## config.mk

```make
export PLATFORM = sky130hd
export DESIGN_NAME = fetch_unit_flat
export DESIGN_NICKNAME = d
export VERILOG_FILES = /design/src/rtl/riscv_pkg.sv /design/src/rtl/fetch_unit_if.sv /design/src/rtl/ifid_reg.sv /design/src/rtl/fetch_unit.sv /design/src/flat_wrapper.sv
export SDC_FILE = /design/constraint.sdc
export NUM_CORES = 1
export LEC_CHECK = 0
export BUFFER_PORTS_ARGS = -buffer_cell sky130_fd_sc_hd__buf_2
export CORE_MARGIN = 2
export CORE_UTILIZATION = 35
export CTS_CLUSTER_SIZE = 30
export DETAILED_ROUTE_END_ITERATION = 12
export PLACE_DENSITY = 0.62
export REMOVE_ABC_BUFFERS = 1
export SETUP_SLACK_MARGIN = 0.3
export SYNTH_ARGS = -nofsm -noshare
export SYNTH_HDL_FRONTEND = slang
export SYNTH_SLANG_ARGS = --single-unit
```

## constraint.sdc

```tcl
create_clock -name clk -period 1.9 [get_ports clk]
set_clock_uncertainty 0.1 [all_clocks]
set_input_delay 0.38 -clock clk [delete_from_list [all_inputs] [get_ports clk]]
set_output_delay 0.38 -clock clk [all_outputs]
set_load 0.005 [all_outputs]
```

## src/rtl/riscv_pkg.sv

```systemverilog
// Shared RV32 constants, fetch FSM encoding and the IF/ID payload type.
package riscv_pkg;

  localparam logic [6:0] OPC_I  = 7'b0010011;
  localparam logic [6:0] OPC_L  = 7'b0000011;
  localparam logic [6:0] OPC_R  = 7'b0110011;
  localparam logic [6:0] OPC_S  = 7'b0100011;
  localparam logic [6:0] OPC_U  = 7'b0110111;
  localparam logic [6:0] OPC_SB = 7'b1100011;
  localparam logic [6:0] OPC_UJ = 7'b1101111;

  // addi x0,x0,0: decodes as no register write and no memory access
  localparam logic [31:0] NOP_INSTR = 32'h0000_0013;
  localparam logic [31:0] RESET_PC  = 32'h0000_0000;

  typedef enum logic [1:0] {
    FETCH_REQ   = 2'd0,
    FETCH_WAIT  = 2'd1,
    FETCH_HOLD  = 2'd2,
    FETCH_DRAIN = 2'd3
  } fetch_state_e;

  typedef struct packed {
    logic [31:0] instr;
    logic [31:0] pc;
  } ifid_t;

endpackage

```

## src/rtl/fetch_unit_if.sv

```systemverilog
// Instruction-memory handshake plus the IF/ID, stall and redirect signals of the fetch stage.
interface fetch_unit_if;
  logic        imemReq;
  logic [31:0] imemAddr;
  logic        imemGnt;
  logic        imemRvalid;
  logic [31:0] imemRdata;
  logic        stall;
  logic        redirect;
  logic [31:0] redirectPc;
  logic [31:0] ifIdInstr;
  logic [31:0] ifIdPc;
  logic        ifIdValid;

  modport master (
    output imemReq, imemAddr, ifIdInstr, ifIdPc, ifIdValid,
    input  imemGnt, imemRvalid, imemRdata, stall, redirect, redirectPc
  );

  modport slave (
    input  imemReq, imemAddr, ifIdInstr, ifIdPc, ifIdValid,
    output imemGnt, imemRvalid, imemRdata, stall, redirect, redirectPc
  );
endinterface

```

## src/rtl/ifid_reg.sv

```systemverilog
// Pipeline stage register: flush beats load, hold suppresses load.
module ifid_reg
  import riscv_pkg::*;
#(
  parameter logic [31:0] NOP_INSTR = riscv_pkg::NOP_INSTR
) (
  input  logic  clk,
  input  logic  rst_n,
  input  logic  load_i,
  input  logic  flush_i,
  input  logic  hold_i,
  input  ifid_t data_i,
  output ifid_t data_o,
  output logic  valid_o
);

  ifid_t data_q;
  logic  valid_q;

  always_ff @(posedge clk) begin
    if (!rst_n || flush_i) begin
      data_q  <= '{instr: NOP_INSTR, pc: 32'h0};
      valid_q <= 1'b0;
    end else if (load_i && !hold_i) begin
      data_q  <= data_i;
      valid_q <= 1'b1;
    end
  end

  assign data_o  = data_q;
  assign valid_o = valid_q;

endmodule

```

## src/rtl/fetch_unit.sv

```systemverilog
// IF stage: owns the PC, one outstanding imem request at a time, feeds IF/ID.
module fetch_unit
  import riscv_pkg::*;
#(
  parameter logic [31:0] RESET_PC  = riscv_pkg::RESET_PC,
  parameter logic [31:0] NOP_INSTR = riscv_pkg::NOP_INSTR
) (
  input  logic         clk,
  input  logic         rst_n,
  fetch_unit_if.master bus
);

  fetch_state_e state_q;
  logic [31:0]  pc_q;
  logic         req_q;
  ifid_t        buf_q;

  logic  gnt_acc;
  logic  owe_rsp;
  logic  ifid_load;
  ifid_t ifid_d;
  ifid_t ifid_q;

  assign gnt_acc = (state_q == FETCH_REQ) && req_q && bus.imemGnt;

  // On redirect a response is still owed unless it arrives this very cycle.
  assign owe_rsp = gnt_acc ||
                   (((state_q == FETCH_WAIT) || (state_q == FETCH_DRAIN)) && !bus.imemRvalid);

  always_ff @(posedge clk) begin
    if (!rst_n) begin
      state_q <= FETCH_REQ;
      pc_q    <= RESET_PC;
      req_q   <= 1'b0;
      buf_q   <= '0;
    end else if (bus.redirect) begin
      pc_q    <= {bus.redirectPc[31:2], 2'b00};
      buf_q   <= '0;
      state_q <= owe_rsp ? FETCH_DRAIN : FETCH_REQ;
      req_q   <= !owe_rsp;
    end else begin
      case (state_q)
        FETCH_REQ: begin
          req_q <= 1'b1;
          if (gnt_acc) begin
            state_q <= FETCH_WAIT;
            req_q   <= 1'b0;
          end
        end
        FETCH_WAIT: begin
          if (bus.imemRvalid) begin
            pc_q <= pc_q + 32'd4;
            if (bus.stall) begin
              buf_q   <= '{instr: bus.imemRdata, pc: pc_q};
              state_q <= FETCH_HOLD;
            end else begin
              state_q <= FETCH_REQ;
              req_q   <= 1'b1;
            end
          end
        end
        FETCH_HOLD: begin
          if (!bus.stall) begin
            state_q <= FETCH_REQ;
            req_q   <= 1'b1;
          end
        end
        FETCH_DRAIN: begin
          if (bus.imemRvalid) begin
            state_q <= FETCH_REQ;
            req_q   <= 1'b1;
          end
        end
        default: begin
          state_q <= FETCH_REQ;
          req_q   <= 1'b0;
        end
      endcase
    end
  end

  assign ifid_load = ((state_q == FETCH_WAIT) && bus.imemRvalid) || (state_q == FETCH_HOLD);
  assign ifid_d    = (state_q == FETCH_HOLD) ? buf_q
                                             : '{instr: bus.imemRdata, pc: pc_q};

  ifid_reg #(.NOP_INSTR(NOP_INSTR)) u_ifid (
    .clk     (clk),
    .rst_n   (rst_n),
    .load_i  (ifid_load),
    .flush_i (bus.redirect),
    .hold_i  (bus.stall),
    .data_i  (ifid_d),
    .data_o  (ifid_q),
    .valid_o (bus.ifIdValid)
  );

  assign bus.imemReq   = req_q;
  assign bus.imemAddr  = pc_q;
  assign bus.ifIdInstr = ifid_q.instr;
  assign bus.ifIdPc    = ifid_q.pc;

endmodule
```

## src/flat_wrapper.sv

```systemverilog
// flat-port wrapper written by rule: the top's interface ports become plain ports
module fetch_unit_flat import riscv_pkg::*;
#(
  parameter logic [31:0] RESET_PC  = riscv_pkg::RESET_PC,
  parameter logic [31:0] NOP_INSTR = riscv_pkg::NOP_INSTR
)
  (clk, rst_n, bus_imemReq, bus_imemAddr, bus_ifIdInstr, bus_ifIdPc, bus_ifIdValid, bus_imemGnt, bus_imemRvalid, bus_imemRdata, bus_stall, bus_redirect, bus_redirectPc);
  fetch_unit_if bus_i ();
  input  logic clk;
  input  logic rst_n;
  output wire logic [$bits(bus_i.imemReq)-1:0] bus_imemReq;
  output wire logic [$bits(bus_i.imemAddr)-1:0] bus_imemAddr;
  output wire logic [$bits(bus_i.ifIdInstr)-1:0] bus_ifIdInstr;
  output wire logic [$bits(bus_i.ifIdPc)-1:0] bus_ifIdPc;
  output wire logic [$bits(bus_i.ifIdValid)-1:0] bus_ifIdValid;
  input wire logic [$bits(bus_i.imemGnt)-1:0] bus_imemGnt;
  input wire logic [$bits(bus_i.imemRvalid)-1:0] bus_imemRvalid;
  input wire logic [$bits(bus_i.imemRdata)-1:0] bus_imemRdata;
  input wire logic [$bits(bus_i.stall)-1:0] bus_stall;
  input wire logic [$bits(bus_i.redirect)-1:0] bus_redirect;
  input wire logic [$bits(bus_i.redirectPc)-1:0] bus_redirectPc;
  assign bus_imemReq = bus_i.imemReq;
  assign bus_imemAddr = bus_i.imemAddr;
  assign bus_ifIdInstr = bus_i.ifIdInstr;
  assign bus_ifIdPc = bus_i.ifIdPc;
  assign bus_ifIdValid = bus_i.ifIdValid;
  assign bus_i.imemGnt = bus_imemGnt;
  assign bus_i.imemRvalid = bus_imemRvalid;
  assign bus_i.imemRdata = bus_imemRdata;
  assign bus_i.stall = bus_stall;
  assign bus_i.redirect = bus_redirect;
  assign bus_i.redirectPc = bus_redirectPc;
  fetch_unit #(.RESET_PC(RESET_PC), .NOP_INSTR(NOP_INSTR)) u_core (.clk(clk), .rst_n(rst_n), .bus(bus_i));
endmodule
```

# Word-level counts from Yosys, hierarchy flattened
# Cells that the tools add are included.
# totals
rom_bits	0
latch_bits	0
in_bits	70
reg_bits	164
out_inout_bits	98
mem_bits_rw	0
mem_count	0
# op_classes
magnitude_cmp	0
n_reduce_logical	22
n_bitwise	1
mux	18
shift	0
n_addsub	1
n_eq_ne	7
mul	0
n_div	0
# op_table
operator	n
$mux 32	3
$mux 64	1
$add 32x3->32 const B	1
$mux 2	7
$ne 3x3->1 const B	3
$pmux 2 s4	1
$reduce_and 2->1	3
$logic_and 1x1->1	5
$mux 1	5
$eq 2x2->1 const B	2
$logic_not 1->1	4
$logic_or 1x1->1	4
$pmux 1 s4	1
$reduce_and 4->1	1
$reduce_bool 2->1	2
$ne 3x2->1 const B	1
$reduce_and 3->1	1
$eq 2x1->1 const B	1
$logic_not 2->1	1
$reduce_or 2->1	1
$not 1->1	1

# Depth between registers and ports, before layout
# Gate-level depths: netlist of the first run.
# depth
depth_word	6
ltp_mapped	8
ltp_nobuf	6

# Cells and area by module
# A second synthesis of the first run with hierarchy kept.
# hier_totals
hier_cells	905
area_unflattened_um2	7314.5
# modules_own_cells
mod	area_each_um2	instances	cells_each
fetch_unit	5047.3	1	621
ifid_reg	2267.2	1	284

# Least setup slack after synthesis of the first run
# OpenSTA, ideal clock, no wires.
# synth_path
path_kind	flip-flop to flip-flop
startpoint	reg u_core.pc_q[2] (netlist: u_core.bus.imemAddr[2])
endpoint	reg u_core.pc_q[20] (netlist: u_core.bus.imemAddr[20])
n_path_buf	0
stages_incl_launch_ff	6
synth_period_minus_slack_ns	1.732
arrival_ns	1.558
slack_ns	0.168
t_required_ns	1.726
cell_sequence	dfxtp_1 ha_1 and3_1 nand3_2 or4_1 a31oi_1
# synth_between
elab_chain_cells	4
# synth_rtl
element	line_no	source
start, declared	fetch_unit.sv:14	logic [31:0] pc_q;
start signal, assigned	fetch_unit.sv:37	pc_q <= {bus.redirectPc[31:2], 2'b00};
start signal, assigned	fetch_unit.sv:52	pc_q <= pc_q + 32'd4;
$add 32x3->32	fetch_unit.sv:52	
$mux 32	fetch_unit.sv:51	if (bus.imemRvalid) begin
$mux 32	fetch_unit.sv:42	case (state_q)
$mux 32	fetch_unit.sv:36	end else if (bus.redirect) begin
# No other way between the ends. The select of a mux whose other input is x is not followed.
# A chain may end at the register's enable or synchronous reset.

# Worst setup path in the final report of the first run
# layout_path
startpoint	reg u_core.state_q[1]
endpoint	reg u_core.u_ifid.data_q (netlist bit u_core.u_ifid.data_o[12])
# layout_between
elab_chain_cells	4
elab_cells_between_ends	6
cone_classes	eq/ne: 2; mux: 1; reduce/logical: 3
# layout_rtl
element	line_no	source
start, declared	fetch_unit.sv:13	fetch_state_e state_q;
start signal, assigned	fetch_unit.sv:39	state_q <= owe_rsp ? FETCH_DRAIN : FETCH_REQ;
$eq 2x1->1	fetch_unit.sv:82	assign ifid_load = ((state_q == FETCH_WAIT) && bus.imemRvalid) || (state_q == FETCH_HOLD);
$logic_and 1x1->1	fetch_unit.sv:82	
$logic_or 1x1->1	fetch_unit.sv:82	
$logic_and 1x1->1	ifid_reg.sv:24	end else if (load_i && !hold_i) begin
end signal, assigned	ifid_reg.sv:22	data_q <= '{instr: NOP_INSTR, pc: 32'h0};
end signal, assigned	ifid_reg.sv:25	data_q <= data_i;
end, declared	ifid_reg.sv:17	ifid_t data_q;
# Several ways; a longest one is shown, not always the timed one.

==> summary.txt, run 1 <==
======================================================================================
Multiplexer area fraction after synthesis                                        8.98%
Final cell area excluding filler cells                                       11000 µm²
Die Ht                                                                          146 µm
Number of nets in the final layout                                                1135
Most common cell after layout, fill and taps aside                               buf_2
Actual slew at the worst max-slew pin                                         0.501 ns
Capturing element type of the critical path                                   register
N_diodes                                                                             0
Clock tree from TritonCTS                                                        built
Remaining DRCs                                                                       0
Uppermost routed layer                                                            met5
Syn-to-layout area delta                                                         57.0%
Initial antenna violation count                                                      1
Die Wd                                                                          146 µm
Final count of pins violating max slew                                               0
DR vias                                                                           7230
Main flop type after synthesis                                                 dfxtp_1
Sequential-to-total area share from yosys stat                                   45.0%
Final hold vios                                                                      0
Critical path required time                                                    2.14 ns
Number of buffers added on ports                                                   161
Worst hold path type                                                      input pin to register
Async S/R FF share, synth                                                           0%
Via count of the first global-routing pass                                        6236
Mean area per synthesized cell                                                8.46 µm²
Final Util                                                                       56.3%
Global placement routability congestion                                          0.845
Highest-delay cell along the critical path                                     dfxtp_2
Count of mapped cells out of synthesis                                             830
Post-synthesis cell type count                                                      56
First-pass GRT wire length                                                    33800 µm
Drt first-iter violations                                                          330
Number of flops mapped to enable cells by yosys                                      0
Post-Synth XOR/XNOR Area                                                        0.998%
Clock slew at the register clock pins of the worst setup and hold paths        0.07 ns
Run status                                                                finished clean
Count of state elements after synthesis                                            158
Total global routing overflow                                                        0
Met3 wire length                                                               1840 µm
TritonRoute pass-1 iters                                                             7
Clock root cell                                                              clkbuf_16
Largest stage delay on the critical path                                       0.34 ns
Unrepaired setup endpoints after global routing                                   true
Share of layout cells above drive strength 1                                     49.2%
Total I/O pin count                                                                168
Highest attainable clock frequency                                             573 MHz
Synth warn                                                                           0
Routed via count divided by cell count                                            5.41
Final setup violation count                                                          0
Number of clock sinks                                                              158
Number of buffers and inverters on the critical path                                 4
Detailed-route wire length                                                    25800 µm
Share of the clock period used by the worst path                                 91.8%
Setup Crit Path Kind                                                      register to register
Total GRT Usage                                                                  19.8%
Placed Area                                                                   8370 µm²
Max-cap check violation count                                                        0
Highest net fanout along the worst path                                             12
Num rows                                                                            51
HPWL reported at the end of detailed placement                                13200 µm
Number of hold buffers added after CTS                                               0
CTS Buf Count                                                                       17
Commonest cells after routing, fill and taps aside                        buf_2, dfxtp_1, nor2_1
CP Launch Type                                                                register
Shortest clock period the worst path allows after layout                       1.74 ns
Share of the synthesized area in compound gates (AO/OA/AOI/OAI)                  17.7%
Routed length on met1                                                         11100 µm
Area of the core                                                             19600 µm²
Post-Synth Adder-Cell Area                                                      0.891%
Arrival time worst endpoint                                                    1.99 ns
Top cell family by delay on the critical path                             buffers and inverters
Area share of and/or/nand/nor cells after synthesis                              21.5%
Cell area after synthesis                                                     7020 µm²
Power per cell area                                                         817 nW/µm²
Post-route antenna net violation count                                               0
Max H-tree Level                                                                     4
Static Leakage                                                                 4.47 nW
Largest net degree at the start of global routing                                   71
Slew Limit Headroom                                                              66.6%
Largest family of logic cells by synthesized area                         simple AND/OR/NAND/NOR gates
Die Outline Area                                                             21200 µm²
Ordered list of cells on the worst path                                   buf_4 -> ha_4 -> a21oi_4 -> nor2_4 -> buf_12 -> buf_6 -> clkbuf_16 -> a211oi_1
Routed length per placed instance                                              19.3 µm
Routed met2 length                                                            12400 µm
Initial standard-cell utilization of the core                                    35.9%
Number of buffers between clock root and the deepest sink                            2
Clock latency reported for the late side of the worst-skew pair                0.43 ns
Worst ir drop on vdd                                                          0.617 mV
======================================================================================
-- what timing repair did --
| item | 4_1_cts | 5_1_grt |
|---|---|---|
| cloned | 5 | 21 |
| resized for setup | 66 | 223 |
| endpoints found under the setup margin | 157 | 157 |
| setup buffers | 11 | 32 |
| pin swaps | 10 | 105 |
-- Yosys cell counts, drive strengths merged, types with 2 or more instances --
cell type | n | area (µm²)
nand3 | 21 | 120
nor2b | 4 | 25.0
mux2i | 63 | 631
xnor2 | 2 | 17.5
nor2 | 81 | 304
and4 | 13 | 121
a21oi | 69 | 345
clkbuf | 44 | 165
and2 | 4 | 26.3
dfxtp | 158 | 3160
nand2 | 148 | 556
nor4b | 2 | 17.5
a311oi | 6 | 52.6
inv | 5 | 18.8
a211oi | 72 | 541
a211o | 2 | 18.8
and3 | 8 | 51.3
o211ai | 4 | 30.0
ha | 5 | 62.6
a31oi | 5 | 31.3
buf | 29 | 159
nand4 | 14 | 87.6
xor2 | 6 | 52.6
or4 | 2 | 15.0
or3 | 2 | 13.8
o21ai | 22 | 110
nor4 | 8 | 77.6
or2 | 2 | 12.5
o31ai | 3 | 22.5
nor3 | 12 | 60.1
-- cell families (layout without fill, tap and decap cells) --
| family | after synthesis | count (layout) |
|---|---|---|
| AND/OR/NAND/NOR | 324 | 324 |
| flip-flops | 158 | 158 |
| AO/OA/AOI/OAI | 193 | 193 |
| buffers and inverters | 78 | 317 |
| XOR/XNOR | 8 | 8 |
| other | 1 | 4 |
| multiplexers | 63 | 63 |
| adder cells (fa/ha/maj) | 5 | 5 |
-- routing by layer --
layer	vias to the layer above	global-route usage [%]
met1	3488	26.8
met5	-	0
li1	3436	-
met4	2	4.85
met3	39	4.67
met2	265	31.8
-- worst paths after layout --
kind	from	end	slack, ns	depth (start not counted)
max	u_core.state_q[1]	u_core.u_ifid.data_o[12]	0.16	8
min	bus_imemRdata[21]	u_core.buf_q[53]	0.1	3
max reg2reg	u_core.state_q[1]	u_core.u_ifid.data_o[12]	0.16	8
min reg2reg	u_core.buf_q[41]	u_core.buf_q[41]	0.35	2
-- tightest hold or removal path: stages --
cell,delay [ns]
buf_2,0.10
nand2_1,0.05
a21oi_1,0.05
-- cell type report --
type | instances | area [µm²]
Clock buffer | 21 | 460
Clock inverter | 10 | 114
Fill cell | 1744 | 8560
Inverter | 5 | 21.3
Multi-Input combinational cell | 597 | 4540
Sequential cell | 158 | 3190
Tap cell | 265 | 332
Timing Repair Buffer | 281 | 2370
-- flip-flops by register name, summed over array words and instances, names as in the netlist --
signal                 flops
u_core.buf_q              62
u_core.bus.imemAddr       30
u_core.bus.imemReq         1
u_core.state_q             2
u_core.u_ifid.data_o      62
u_core.u_ifid.valid_o      1
-- per-stage QoR --
step / setup slack [ns] / hold WS (ns) / total power [mW] / TNS, ns / std cells
2_1_floorplan: -5.14 / 0.336 / 4.43 / -381.36 / 760
3_3_place_gp: -0.0315 / 0.341 / 4.94 / -0.0315 / 1237
3_5_place_dp: -0.108 / 0.346 / 4.96 / -0.233 / 1237
4_1_cts: 0.236 / 0.0870 / 8.58 / 0 / 1284
5_1_grt: 0.0962 / 0.0905 / 9.35 / 0 / 1337
6_report: 0.156 / 0.0956 / 9.01 / 0 / 1337
-- power breakdown --
part	switching [mW]	leakage [nW]	internal, mW	total (mW)
logic	1.11	2.90	0.939	2.05
clock network	1.41	0.283	2.00	3.40
registers	0.111	1.29	3.45	3.56
total	2.63	4.47	6.39	9.01
Note: power is estimated with default switching activity, not from simulation.
==> run 2, diff against run 1 <==
Settings changed: GPL_TIMING_DRIVEN set to 0.
==> summary.txt, run 2 (synthesized netlist as in run 1, its figures left out) <==
======================================================================================
Slew Limit Headroom                                                              60.3%
Capturing element type of the critical path                                   register
Highest net fanout along the worst path                                              6
Routed met2 length                                                            11900 µm
TritonRoute pass-1 iters                                                             5
Num rows                                                                            51
Routed length per placed instance                                              19.8 µm
Total GRT Usage                                                                  21.1%
Commonest cells after routing, fill and taps aside                        buf_2, nand2_1, dfxtp_1
Final count of pins violating max slew                                               0
CTS Buf Count                                                                       17
Placed Area                                                                   8010 µm²
Number of nets in the final layout                                                1097
Largest net degree at the start of global routing                                   63
First-pass GRT wire length                                                    35000 µm
Via count of the first global-routing pass                                        6126
Die Outline Area                                                             21200 µm²
Routed length on met1                                                         11600 µm
Total global routing overflow                                                        0
Arrival time worst endpoint                                                    1.98 ns
Max-cap check violation count                                                        0
Max H-tree Level                                                                     4
Clock slew at the register clock pins of the worst setup and hold paths        0.07 ns
Worst hold margin                                                            0.0983 ns
Number of clock sinks                                                              158
Clock latency reported for the late side of the worst-skew pair                0.42 ns
DR vias                                                                           7006
Fill cell total of the finished layout                                            1842
Met3 wire length                                                               1850 µm
Unrepaired setup endpoints after global routing                                   true
Share of the clock period used by the worst path                                 93.5%
Worst hold path type                                                      input pin to register
Syn-to-layout area delta                                                         48.1%
Die Wd                                                                          146 µm
Final hold vios                                                                      0
Power per cell area                                                         868 nW/µm²
Area of the core                                                             19600 µm²
HPWL reported at the end of detailed placement                                12300 µm
Total I/O pin count                                                                168
Clock tree from TritonCTS                                                        built
Highest attainable clock frequency                                             563 MHz
Number of buffers between clock root and the deepest sink                            2
Drt first-iter violations                                                          364
Setup TNS                                                                         0 ns
Detailed-route wire length                                                    25800 µm
Critical path required time                                                    2.10 ns
Die Ht                                                                          146 µm
Global placement routability congestion                                          0.772
Clock root cell                                                              clkbuf_16
Worst-case register-to-register setup slack                                    0.12 ns
Final setup violation count                                                          0
CP Launch Type                                                                register
Static Leakage                                                                 3.93 nW
Routed via count divided by cell count                                            5.38
Initial standard-cell utilization of the core                                    35.9%
Actual slew at the worst max-slew pin                                         0.595 ns
Run status                                                                finished clean
Remaining DRCs                                                                       0
Number of buffers added on ports                                                   161
Post-route antenna net violation count                                               0
Worst ir drop on vdd                                                          0.657 mV
Share of layout cells above drive strength 1                                     42.7%
Shortest clock period the worst path allows after layout                       1.78 ns
Setup Crit Path Kind                                                      register to register
Uppermost routed layer                                                            met5
Initial antenna violation count                                                      3
Most common cell after layout, fill and taps aside                               buf_2
Final cell area excluding filler cells                                       10400 µm²
======================================================================================
run 2: area by class of cell:
type / instances / area (µm²) / share of cell area, %
Tap cell: 265 / 332 / 3.19
Clock inverter: 11 / 105 / 1.01
Sequential cell: 158 / 3220 / 31.0
Antenna cell: 2 / 5.00 / 0.0481
Timing Repair Buffer: 234 / 1860 / 17.9
Clock buffer: 21 / 480 / 4.62
Multi-Input combinational cell: 603 / 4350 / 41.8
Inverter: 5 / 25.0 / 0.241
Timing Repair inverter: 3 / 22.5 / 0.217
run 2: worst max-delay path, cell delays in order (launching register included):
cell,delay (ns)
dfxtp_4,0.36
inv_4,0.07
ha_4,0.18
nand4_1,0.13
buf_6,0.20
buf_6,0.12
nor4_4,0.22
and4_1,0.23
a211oi_2,0.04
run 2: path summary, 6_finish.rpt:
path | depth (start not counted) | from | to
setup / recovery | 8 | u_core.state_q[1] | u_core.bus.imemAddr[23]
hold / removal | 3 | bus_imemRdata[0] | u_core.buf_q[32]
setup reg to reg | 8 | u_core.state_q[1] | u_core.bus.imemAddr[23]
hold reg to reg | 2 | u_core.buf_q[18] | u_core.buf_q[18]
run 2: timing repair:
action	CTS	global route
resized for setup	57	177
setup endpoints to repair	164	170
pin swaps	19	51
hold buffers	0	0
gates cloned	11	13
hold endpoints to repair	0	0
buffers inserted	33	20
run 2: where the power goes:
part	internal (mW)	switching (mW)	leakage [nW]
logic	0.928	1.08	2.34
clock network	1.95	1.45	0.290
registers	3.46	0.169	1.29
run 2: routing by layer:
layer,vias up,GRT usage (%)
li1,3347,-
met2,247,33.2
met1,3379,29.0
met3,31,5.55
met4,2,5.00
met5,-,0
run 2: through the flow:
step | util (%) | setup slack (ns) | cells | power (mW)
after floorplan | - | -5.14 | 760 | 4.43
after global placement | 40.1 | -8.37 | 1186 | 4.92
after detailed placement | 40.9 | -0.828 | 1191 | 4.86
after CTS | 47.2 | 0.146 | 1267 | 8.58
after global routing | 53.1 | 0.0706 | 1300 | 9.42
final | 53.1 | 0.124 | 1302 | 9.03
==> run 3, diff against run 2 <==
Settings changed: CELL_PAD_IN_SITES_DETAIL_PLACEMENT set to 0, CELL_PAD_IN_SITES_GLOBAL_PLACEMENT set to 1, CORE_UTILIZATION 35 to 39, PLACE_DENSITY 0.62 to 0.85.
==> summary.txt, run 3 (synthesized netlist as in run 1, its figures left out) <==
======================================================================================
TritonRoute pass-1 iters                                                             5
Die Ht                                                                          138 µm
Capturing element type of the critical path                                   register
CP Launch Type                                                                register
Syn-to-layout area delta                                                         46.7%
Post-route antenna net violation count                                               0
Area taken by flip-flops and latches                                          3210 µm²
Setup Crit Path Kind                                                      register to register
Total I/O pin count                                                                168
Number of buffers added on ports                                                   161
CTS Buf Count                                                                       17
Total global routing overflow                                                        0
Initial antenna violation count                                                      0
Power per cell area                                                         905 nW/µm²
Final cell area excluding filler cells                                       10300 µm²
Largest net degree at the start of global routing                                   83
Clock latency reported for the late side of the worst-skew pair                0.43 ns
Highest net fanout along the worst path                                              8
Run status                                                                finished clean
Final hold vios                                                                      0
Combinational power share                                                        22.1%
Most common cell after layout, fill and taps aside                               buf_2
DR vias                                                                           6969
Max-cap check violation count                                                        0
Area of the core                                                             17800 µm²
Global placement routability congestion                                          0.771
Routed length per placed instance                                              19.8 µm
Slew Limit Headroom                                                              60.1%
Number of hold buffers added after CTS                                               0
Share of the clock period used by the worst path                                 95.5%
Highest attainable clock frequency                                             551 MHz
Num rows                                                                            49
Unrepaired setup endpoints after global routing                                   true
Arrival time worst endpoint                                                    2.03 ns
Static Leakage                                                                 3.83 nW
Actual slew at the worst max-slew pin                                         0.597 ns
Int Power                                                                      6.64 mW
Share of layout cells above drive strength 1                                     41.3%
Min setup slack post-route                                                   0.0850 ns
GRT busiest layer                                                                 met2
Die Outline Area                                                             19100 µm²
Clock root cell                                                              clkbuf_16
Footprint of the multi-input gates                                            4340 µm²
Number of buffers between clock root and the deepest sink                            2
Power spent charging and discharging nets                                      2.68 mW
Clock slew at the register clock pins of the worst setup and hold paths        0.07 ns
Die Wd                                                                          138 µm
Shortest clock period the worst path allows after layout                       1.81 ns
Share of total power in the clock network                                        38.8%
Setup TNS                                                                         0 ns
Max H-tree Level                                                                     4
Placed Area                                                                   8000 µm²
Routed via count divided by cell count                                            5.55
GR Util met1                                                                     30.8%
Commonest cells after routing, fill and taps aside                        buf_2, nand2_1, dfxtp_1
Clock tree from TritonCTS                                                        built
Via count of the first global-routing pass                                        6031
Final setup violation count                                                          0
Initial standard-cell utilization of the core                                    39.4%
Met3 demand-to-capacity share in global routing                                  5.20%
Final count of pins violating max slew                                               0
Number of nets in the final layout                                                1088
Remaining DRCs                                                                       0
Worst hold path type                                                      input pin to register
Detailed-route wire length                                                    24900 µm
Drt first-iter violations                                                          503
First-pass GRT wire length                                                    35100 µm
Total GRT Usage                                                                  23.2%
Number of clock sinks                                                              158
Critical path required time                                                    2.12 ns
Fraction of met2 tracks used by global routing                                   37.6%
Fill cell total of the finished layout                                            1572
Share of total power consumed by net switching                                   28.8%
HPWL reported at the end of detailed placement                                12000 µm
Worst ir drop on vdd                                                          0.683 mV
Minimum setup slack after placement                                          -0.794 ns
Part of the power in registers                                                   39.0%
======================================================================================
==> run 3: cell count changes in the layout (fill, tap and decap cells not counted), sizes merged, moves of 2 or more <==
cell,previous run,this run
buf,225,217
inv,6,4
clkinv,7,2
clkbuf,30,32
bufinv,1,3
==> run 3: worst max-delay path, stage by stage, from the launching register on <==
cell      delay [ns]
dfxtp_4         0.40
ha_2            0.25
and3_4          0.25
buf_4           0.13
buf_6           0.09
nand3_2         0.07
xor2_1          0.16
a211oi_1        0.27
==> run 3: final timing paths <==
path | startpoint | to | slack [ns] | depth (start not counted)
worst min-delay path | bus_imemRdata[0] | u_core.buf_q[32] | 0.1 | 3
worst min register to register | u_core.buf_q[23] | u_core.buf_q[23] | 0.35 | 2
worst max register to register | u_core.bus.imemAddr[3] | u_core.bus.imemAddr[6] | 0.09 | 7
worst max-delay path | u_core.bus.imemAddr[3] | u_core.bus.imemAddr[6] | 0.09 | 7
==> run 3: stage by stage <==
| stage | utilization [%] | hold WS [ns] | instances | total power [mW] |
|---|---|---|---|---|
| after floorplan | - | 0.336 | 760 | 4.43 |
| after global placement | 43.7 | 0.341 | 1150 | 4.90 |
| after detailed placement | 44.8 | 0.346 | 1156 | 4.88 |
| after CTS | 52.7 | 0.0834 | 1227 | 8.89 |
| after global routing | 57.7 | 0.0927 | 1255 | 9.68 |
| final | 57.8 | 0.0982 | 1256 | 9.32 |
==> run 3: repair_timing <==
item | 4_1_cts | 5_1_grt
setup buffers | 25 | 20
endpoints found under the setup margin | 164 | 164
cloned | 14 | 8
pin swaps | 22 | 59
resized for setup | 97 | 130
==> run 3: metal layers <==
layer	vias to the layer above	part of all wire [%]
met2	247	48
met3	42	5.9
li1	3338	-
met4	0	2.8
met1	3342	43
met5	-	0
==> run 3: final cells by class <==
cell class / instances / area share [%]
Timing Repair Buffer: 225 / 17.4
Tap cell: 229 / 2.78
Sequential cell: 158 / 31.2
Antenna cell: 1 / 0.0243
Timing Repair inverter: 2 / 0.146
Inverter: 5 / 0.291
Clock buffer: 24 / 4.77
Clock inverter: 8 / 1.26
Multi-Input combinational cell: 604 / 42.1
==> run 3: power by group through the flow <==
stage	combinational, mW	clock (mW)	sequential, mW
2_1_floorplan	0.782	0	3.65
3_3_place_gp	1.23	0	3.66
3_5_place_dp	1.21	0	3.67
4_1_cts	1.62	3.65	3.61
5_1_grt	2.20	3.82	3.66
6_report	2.06	3.62	3.64
